===== config.mk =====
export PLATFORM = sky130hd
export DESIGN_NAME = inst_fetch_ctrl
export DESIGN_NICKNAME = d
export VERILOG_FILES = /design/src/rtl/hypercorex_inst_pkg.sv /design/src/rtl/inst_fetch_ctrl_mem_array.sv /design/src/rtl/inst_fetch_ctrl.sv
export SDC_FILE = /design/constraint.sdc
export NUM_CORES = 2
export LEC_CHECK = 0
export ABC_AREA = 1
export ABC_CLOCK_PERIOD_IN_PS = 6600
export CAP_MARGIN = 20
export CORE_UTILIZATION = 50
export CTS_BUF_LIST = sky130_fd_sc_hd__clkbuf_2
export DETAILED_ROUTE_END_ITERATION = 6
export DONT_BUFFER_PORTS = 1
export PLACE_DENSITY = 0.68
export SETUP_SLACK_MARGIN = 0.2
export SYNTH_ARGS = -nofsm -noshare
export SYNTH_HDL_FRONTEND = slang
export SYNTH_SLANG_ARGS = --single-unit

===== constraint.sdc =====
create_clock -name clk_i -period 6.6 [get_ports clk_i]
set_input_delay 1.98 -clock clk_i [delete_from_list [all_inputs] [get_ports clk_i]]
set_output_delay 1.98 -clock clk_i [all_outputs]
set_load 0.02 [all_outputs]

===== src/rtl/hypercorex_inst_pkg.sv =====
// Shared types and constants for the instruction fetch controller.
package hypercorex_inst_pkg;

  // Fetch sequencer states.
  typedef enum logic {
    ST_IDLE = 1'b0,
    ST_RUN  = 1'b1
  } fetch_state_e;

  // Default instruction memory depth.
  localparam int unsigned NumInstsDefault = 64;

endpackage


===== src/rtl/inst_fetch_ctrl_mem_array.sv =====
// Register-file instruction memory: one synchronous write port and
// one asynchronous read port. Contents are not reset.
module inst_mem_array
  import hypercorex_inst_pkg::*;
#(
  parameter int unsigned InstWidth = 32,
  parameter int unsigned NumInsts  = NumInstsDefault,
  localparam int unsigned AddrWidth = $clog2(NumInsts)
) (
  input  logic                 clk_i,
  input  logic                 wr_en_i,
  input  logic [AddrWidth-1:0] wr_addr_i,
  input  logic [InstWidth-1:0] wr_data_i,
  input  logic [AddrWidth-1:0] rd_addr_i,
  output logic [InstWidth-1:0] rd_data_o
);

  logic [InstWidth-1:0] mem_q [NumInsts];

  // Write port: data lands on the clock edge after the strobe.
  always_ff @(posedge clk_i) begin
    if (wr_en_i) begin
      mem_q[wr_addr_i] <= wr_data_i;
    end
  end

  assign rd_data_o = mem_q[rd_addr_i];

endmodule


===== src/rtl/inst_fetch_ctrl.sv =====
// Instruction sequencer for the decoder. It walks the PC from 0 to a
// programmed end address and repeats one hardware loop region.
//
// Handshake: in RUN the instruction at mem[pc] is offered every cycle.
// It counts as consumed (inst_en_o=1) only when stall_i=0 and stop_i=0,
// and only a consumed instruction advances the PC or the loop counter.
module inst_fetch_ctrl
  import hypercorex_inst_pkg::*;
#(
  parameter int unsigned InstWidth     = 32,
  parameter int unsigned NumInsts      = NumInstsDefault,
  parameter int unsigned LoopCntWidth  = 16,
  localparam int unsigned InstAddrWidth = $clog2(NumInsts)
) (
  input  logic                     clk_i,
  input  logic                     rst_i,
  input  logic                     inst_wr_en_i,
  input  logic [InstAddrWidth-1:0] inst_wr_addr_i,
  input  logic [InstWidth-1:0]     inst_wr_data_i,
  input  logic                     start_i,
  input  logic                     stop_i,
  input  logic [InstAddrWidth-1:0] prog_end_addr_i,
  input  logic [InstAddrWidth-1:0] loop_start_addr_i,
  input  logic [InstAddrWidth-1:0] loop_end_addr_i,
  input  logic [LoopCntWidth-1:0]  loop_count_i,
  input  logic                     stall_i,
  output logic [InstWidth-1:0]     inst_code_o,
  output logic                     inst_en_o,
  output logic [InstAddrWidth-1:0] inst_pc_o,
  output logic                     busy_o,
  output logic                     done_o
);

  fetch_state_e             state_q, state_d;
  logic [InstAddrWidth-1:0] pc_q, pc_d;
  logic [LoopCntWidth-1:0]  iter_q, iter_d;
  logic [InstAddrWidth-1:0] prog_end_q, prog_end_d;
  logic [InstAddrWidth-1:0] loop_start_q, loop_start_d;
  logic [InstAddrWidth-1:0] loop_end_q, loop_end_d;
  // Last loop iteration index (effective count - 1); 0 means no repeat.
  logic [LoopCntWidth-1:0]  iter_max_q, iter_max_d;
  logic                     done_q, done_d;

  logic                     running;
  logic                     fire;
  logic                     loop_valid;
  logic                     mem_wr_en;
  logic [InstWidth-1:0]     mem_rd_data;

  assign running    = (state_q == ST_RUN);
  assign fire       = running & ~stall_i & ~stop_i;
  // A loop region that is inverted or reaches past the program end is ignored.
  assign loop_valid = (loop_start_addr_i <= loop_end_addr_i) &&
                      (loop_end_addr_i <= prog_end_addr_i);
  // Host writes are only honoured while the sequencer is idle.
  assign mem_wr_en  = inst_wr_en_i & ~running;

  inst_mem_array #(
    .InstWidth (InstWidth),
    .NumInsts  (NumInsts)
  ) i_mem (
    .clk_i     (clk_i),
    .wr_en_i   (mem_wr_en),
    .wr_addr_i (inst_wr_addr_i),
    .wr_data_i (inst_wr_data_i),
    .rd_addr_i (pc_q),
    .rd_data_o (mem_rd_data)
  );

  // Next-state logic: start/stop decisions, PC advance and loop handling.
  always_comb begin
    state_d      = state_q;
    pc_d         = pc_q;
    iter_d       = iter_q;
    prog_end_d   = prog_end_q;
    loop_start_d = loop_start_q;
    loop_end_d   = loop_end_q;
    iter_max_d   = iter_max_q;
    done_d       = 1'b0;
    case (state_q)
      ST_IDLE: begin
        if (start_i && !stop_i) begin
          state_d      = ST_RUN;
          pc_d         = '0;
          iter_d       = '0;
          prog_end_d   = prog_end_addr_i;
          loop_start_d = loop_start_addr_i;
          loop_end_d   = loop_end_addr_i;
          if (loop_valid && (loop_count_i != '0)) begin
            iter_max_d = loop_count_i - 1'b1;
          end else begin
            iter_max_d = '0;
          end
        end
      end
      ST_RUN: begin
        if (stop_i) begin
          state_d = ST_IDLE;
          pc_d    = '0;
          iter_d  = '0;
        end else if (!stall_i) begin
          // Loop-back wins over program end when both addresses coincide.
          if ((pc_q == loop_end_q) && (iter_q < iter_max_q)) begin
            pc_d   = loop_start_q;
            iter_d = iter_q + 1'b1;
          end else if (pc_q == prog_end_q) begin
            state_d = ST_IDLE;
            pc_d    = '0;
            iter_d  = '0;
            done_d  = 1'b1;
          end else begin
            pc_d = pc_q + 1'b1;
          end
        end
      end
      default: state_d = ST_IDLE;
    endcase
  end

  // State, PC, loop counter and latched configuration registers.
  always_ff @(posedge clk_i) begin
    if (rst_i) begin
      state_q      <= ST_IDLE;
      pc_q         <= '0;
      iter_q       <= '0;
      prog_end_q   <= '0;
      loop_start_q <= '0;
      loop_end_q   <= '0;
      iter_max_q   <= '0;
      done_q       <= 1'b0;
    end else begin
      state_q      <= state_d;
      pc_q         <= pc_d;
      iter_q       <= iter_d;
      prog_end_q   <= prog_end_d;
      loop_start_q <= loop_start_d;
      loop_end_q   <= loop_end_d;
      iter_max_q   <= iter_max_d;
      done_q       <= done_d;
    end
  end

  assign inst_code_o = running ? mem_rd_data : '0;
  assign inst_en_o   = fire;
  assign inst_pc_o   = pc_q;
  assign busy_o      = running;
  assign done_o      = done_q;

endmodule


Word level (Yosys, flattened, before mapping)

Memories as Yosys holds them, arrays and structs flattened. A register that Yosys moved wholly into a read port is not among the register bits.
Cells that the tools add are included.

Register bits after elaboration: 58
Memory bits (writable): 2,048
Input port bits: 78
Output and inout bits: 41
Word-level logic and storage cells: 61
Memories: 1

Memories:

| memory      | words | bits a word | rd ports | clocked after memory_dff | write ports | RTL line                        | source |
|---|---|---|---|---|---|---|---|
| i_mem.mem_q | 64    | 32          | 1        | 1                        | 1           | inst_fetch_ctrl_mem_array.sv:18 | `logic [InstWidth-1:0] mem_q [NumInsts];` |

Add/sub/neg operators: 3
$lt $le $gt $ge: 3
Eq/ne operators: 5
Muxes and demuxes: 25
Bitwise gates (word level): 6
Reductions and logical operators: 10

Operator list:

| cell                                                                 | count |
|---|---|
| 16-bit 2-to-1 mux                                                    | 6 |
| 6-bit 2-to-1 mux                                                     | 7 |
| 32-bit 2-to-1 mux                                                    | 1 |
| 16-bit case mux with 2 select lines                                  | 1 |
| 16-bit by 1-bit adder with 16-bit output, second input constant      | 1 |
| 16-bit < comparator                                                  | 1 |
| 16-bit nonzero test                                                  | 1 |
| 16-bit by 1-bit subtractor with 16-bit output, second input constant | 1 |
| 6-bit == test                                                        | 2 |
| 6-bit <= comparator                                                  | 2 |
| 6-bit case mux with 2 select lines                                   | 1 |
| 1-bit 2-to-1 mux                                                     | 8 |
| 6-bit by 1-bit adder with 6-bit output, second input constant        | 1 |
| 5-bit OR reduction                                                   | 1 |
| 1-bit logical AND                                                    | 4 |
| 4-bit by 2-bit != test with 1-bit output, second input constant      | 1 |
| 2-bit AND reduction                                                  | 2 |
| 1-bit bitwise AND                                                    | 3 |
| 3-bit != test, second input constant                                 | 1 |
| 1-bit NOT                                                            | 3 |
| 3-bit AND reduction                                                  | 1 |
| 2-bit by 1-bit != test with 1-bit output, second input constant      | 1 |
| 1-bit case mux with 2 select lines                                   | 1 |
| 1-bit logical NOT                                                    | 1 |

Depth between registers and ports, before layout

Depth in word-level cells: 8
Gate-level depth with buffers: 17
Depth with buffers taken out: 15

Hierarchy

From an unflattened synthesis, not the netlist that was laid out.

Cell total of the unflattened synthesis: 7,415
Area total of the unflattened synthesis: 86,391.6 µm²

By module, submodules not included:

| module          | instances | cells an instance | area an instance (µm²) | sequential area each (µm²) |
|---|---|---|---|---|
| inst_mem_array  | 1         | 6,737             | 82,097.5               | 61,499.0 |
| inst_fetch_ctrl | 1         | 678               | 4,294.1                | 1,161.1 |

Least setup slack after synthesis

Ideal clock, no wire load.

Path kind: input to register
Start: in inst_wr_en_i
End: mem i_mem.mem_q[48][0], enable pin
Setup time: 0.503 ns
Arrival: 5.753 ns
Required time: 6.097 ns
Setup slack: 0.345 ns
Cell stages on the path: 4
Buffers on the path: 0
Path through: inv_1 -> nor2_1 -> nand4_1 -> nor4_1

Cells in the longest elaborated chain, start to end: 3

Ends and longest elaborated chain:

| item                                   | RTL line                        | source |
|---|---|---|
| from (decl)                            | inst_fetch_ctrl.sv:17           | `input logic inst_wr_en_i,` |
| 1-bit bitwise AND                      | inst_fetch_ctrl.sv:56           | `assign mem_wr_en = inst_wr_en_i & ~running;` |
| 1-bit 2-to-1 mux                       | inst_fetch_ctrl_mem_array.sv:22 | `if (wr_en_i) begin` |
| 1-bit 2-to-1 mux (implied by the code) | inst_fetch_ctrl_mem_array.sv:23 | `mem_q[wr_addr_i] <= wr_data_i;` |
| to (decl)                              | inst_fetch_ctrl_mem_array.sv:18 |  |

No other way between the ends.

==> summary.txt <==
Run status
  – Status: finished, final reports clean

Global routing
  – Overflow after GRT: 0
  – Overall global routing resource usage: approximately 30%
  – Antenna violations before repair: 8
  – Largest net degree at the start of global routing: about 110
  – Vias in the first global route: roughly 58,000
  – First-pass GRT wire length: approximately 370,000 um

Power
  – P_leak: between 30 and 40 nW
  – Power Dens Cells: ~260 nW/um2
  – Peak VDD IR: about 0.23 mV
  – Design Power: roughly 24 mW

Timing
  – Max Transition Viols Final: 0
  – Max transition margin: between 10% and 20%
  – # setup viols final: 0
  – Fin crit period: around 6.3 ns
  – Fin crit share: ~95%
  – Worst slew pin tran: approximately 1.3 ns
  – Clock skew: about 0.080 ns
  – Final Hold Fails: 0
  – TNS Setup: 0 ns
  – Max Clock Freq: approximately 160 MHz
  – RSZ-0062 raised after global routing: yes

Worst hold path
  – Worst hold path class: in2reg

Route
  – Initial drt markers: between 7,000 and 8,000
  – Pre-antenna DRT Iters: 6
  – Drt total wl: 258,300 um
  – Avg WL per Cell: approximately 26 um
  – Vias per Instance: 6.090
  – Post-route DRC violation count: 0
  – Final ANT Viol Nets: 0
  – Detailed-route via count: approximately 60,000

Placed design
  – GP Congestion: between 0.8 and 0.9
  – Post-DP HPWL: ~120,000 um
  – Port Buffer Count: 0

CTS
  – # hold bufs at CTS: 0
  – Clock transition at path regs: between 0.1 and 0.15 ns
  – CTS max path bufs: 4
  – Clock sink total: 2,112
  – CTS root buf: clkbuf_2
  – CTS tree: done
  – Clk_lat worst skew: approximately 1.9 ns
  – CTS Buf Count: 545
  – H-tree depth: 6

Synthesis
  – Number of synthesized register bits: 2,112
  – Post-synthesis simple-gate area fraction: between 10% and 20%
  – Synthesized net count: 7,121
  – Seq/Total Area, Yosys: 73.64%
  – Combinational family with the most area after synthesis: simple AND/OR/NAND/NOR gates
  – Area fraction in compound gates after synthesis: between 8 and 9%
  – Post-Syn Instances: about 7,000
  – Post-Synth XOR/XNOR Area: less than 1%
  – Mux cell area share after synthesis: 0%
  – Syn Area/Cell: approximately 12 um2
  – Mapped cell area: between 80,000 and 90,000 um2
  – Yosys warnings: 0
  – Unique cell type count in the Yosys netlist: 38
  – Synthesized-area fraction occupied by adder cells: less than 1%

Floorplanning
  – Initial core utilization: 50.36%
  – CORE AREA: approximately 170,000 um2
  – Die H: about 410 um
  – DIE WIDTH: just over 400 um
  – IO Pins: 119
  – Die area: ~170,000 um2
  – Cell row count: 151

Setup path
  – Reg2reg setup slack: between 2 and 3 ns
  – Crit-path max FO: 18
  – Worst Path Required: approximately 4.6 ns
  – Setup crit end kind: output port
  – Startpoint Class: flip-flop
  – Critical path class: reg2out
  – CP arrival: approximately 4.3 ns

Cells and area
  – Share of layout cells above drive strength 1: between 10% and 20%
  – Area Growth Syn to Fin: 11.01%
  – Layout Nets: between 7,000 and 8,000
  – Most frequent cells in the layout: edfxtp_1 (2,048), nand2_1 (1,195), nor2_1 (864)
  – Fill cells: approximately 14,000
  – Commonest non-fill, non-tap cell in the layout: edfxtp_1

Flow run
  – Max_cap viols: 0
-- cells by family (layout without fill, tap and decap cells) --
group | count (synthesis) | count (layout)
fa+ha+maj | 31 | 31
simple gates | 2858 | 2858
buf+inv | 599 | 1257
other cells | 0 | 10
compound gates | 1390 | 1390
flops | 2112 | 2112
xor+xnor | 22 | 22
-- Yosys cell counts (all sizes together) --
cell type / number / share of area, %
o221ai: 3 / 0.031
or2: 2 / 0.015
and3: 16 / 0.12
nor4: 9 / 0.066
a31oi: 1 / 0.0073
edfxtp: 2048 / 72
o21a: 1 / 0.0088
o22ai: 352 / 2.6
clkbuf: 226 / 1.0
dfxtp: 64 / 1.5
nand3: 641 / 3.8
o21bai: 1 / 0.0088
nor2: 950 / 4.2
nor3b: 1 / 0.0088
buf: 244 / 1.6
nand2: 1207 / 5.3
nor3: 11 / 0.065
nand4: 9 / 0.066
xnor2: 9 / 0.092
o21ai: 821 / 4.8
inv: 129 / 0.57
nand3b: 12 / 0.11
ha: 31 / 0.45
xor2: 13 / 0.13
o31ai: 27 / 0.24
o211ai: 7 / 0.062
a21oi: 177 / 1.1
-- final cells by class --
class | instances | area, um2 | share of cell area (%)
flip-flops and latches | 2112 | 62800 | 66.36
repair inverters | 7 | 68.82 | 0.07271
well taps | 2218 | 2775 | 2.932
diodes | 10 | 25.02 | 0.02644
inverters | 129 | 558.0 | 0.5896
repair buffers | 232 | 3229 | 3.412
clock buffers | 788 | 3944 | 4.167
multi-input cells | 4301 | 20540 | 21.70
clock inverters | 101 | 703.2 | 0.7430
-- state kept, by name, indices dropped and copies added (netlist names), named ones only --
| name | cells |
|---|---|
| done_o | 1 |
| iter_max_q | 16 |
| i_mem.mem_q | 2048 |
| busy_o | 1 |
| loop_end_q | 6 |
| prog_end_q | 6 |
| inst_pc_o | 6 |
| loop_start_q | 6 |
| iter_q | 16 |
-- where the power goes --
group	total (mW)	switching, mW	internal [mW]
logic	0.735	0.515	0.220
clock network	8.80	5.19	3.60
registers	14.8	0.0314	14.7
total	24.3	5.74	18.6
-- per-layer routing --
layer / wire length, um / vias up / part of all wire (%) / GRT usage [%]
met5: 13 / - / 0.0050 / 0
met4: 11160 / 2 / 4.3 / 13.79
met3: 32340 / 622 / 13 / 6.811
met2: 120000 / 4192 / 46 / 45.94
met1: 94850 / 29185 / 37 / 38.91
li1: - / 26277 / - / -
-- worst max-delay path, cell delays in order, from the launching register on --
cell     delay, ns
dfxtp_4       0.42
buf_12        0.17
buf_4         0.16
inv_6         0.22
nor2_1        0.08
o22ai_1       0.19
nand2_1       0.07
nand3_1       0.11
nand3_1       0.24
nand3_1       0.18
nand2_2       0.18
nor2_4        0.30
buf_4         0.19
-- stage by stage --
stage	util, %	setup slack [ns]	cells	hold WS, ns	area (um2)
2_1_floorplan	-	0.3447	7012	0.4416	85260
3_3_place_gp	52.05	1.082	8937	0.4518	88110
3_5_place_dp	52.05	1.070	8937	0.4622	88110
4_1_cts	55.74	0.1634	9877	0.03385	94350
5_1_grt	55.90	0.1202	9895	0.08818	94640
6_report	55.91	0.3048	9898	0.2262	94640
-- path summary, 6_finish.rpt --
check                                  start                            end  depth (start not counted)
setup / recovery                   flip-flop                inst_code_o[30]                         12
hold reg to reg   prog_end_q[3]$_SDFFE_PP0P_     prog_end_q[3]$_SDFFE_PP0P_                          2
setup reg to reg           busy_o$_SDFF_PP0_  i_mem.mem_q[33][10]$_DFFE_PP_                          5
hold / removal                         rst_i         iter_q[6]$_SDFFE_PP0P_                          1
-- repair_timing --
item / in CTS / in global routing
pin swaps: 6 / 3
buffers inserted: 21 / 5
resized for setup: 125 / 31
cloned: 30 / 4
endpoints found under the setup margin: 33 / 25
Note: power is estimated with default switching activity, not from simulation.
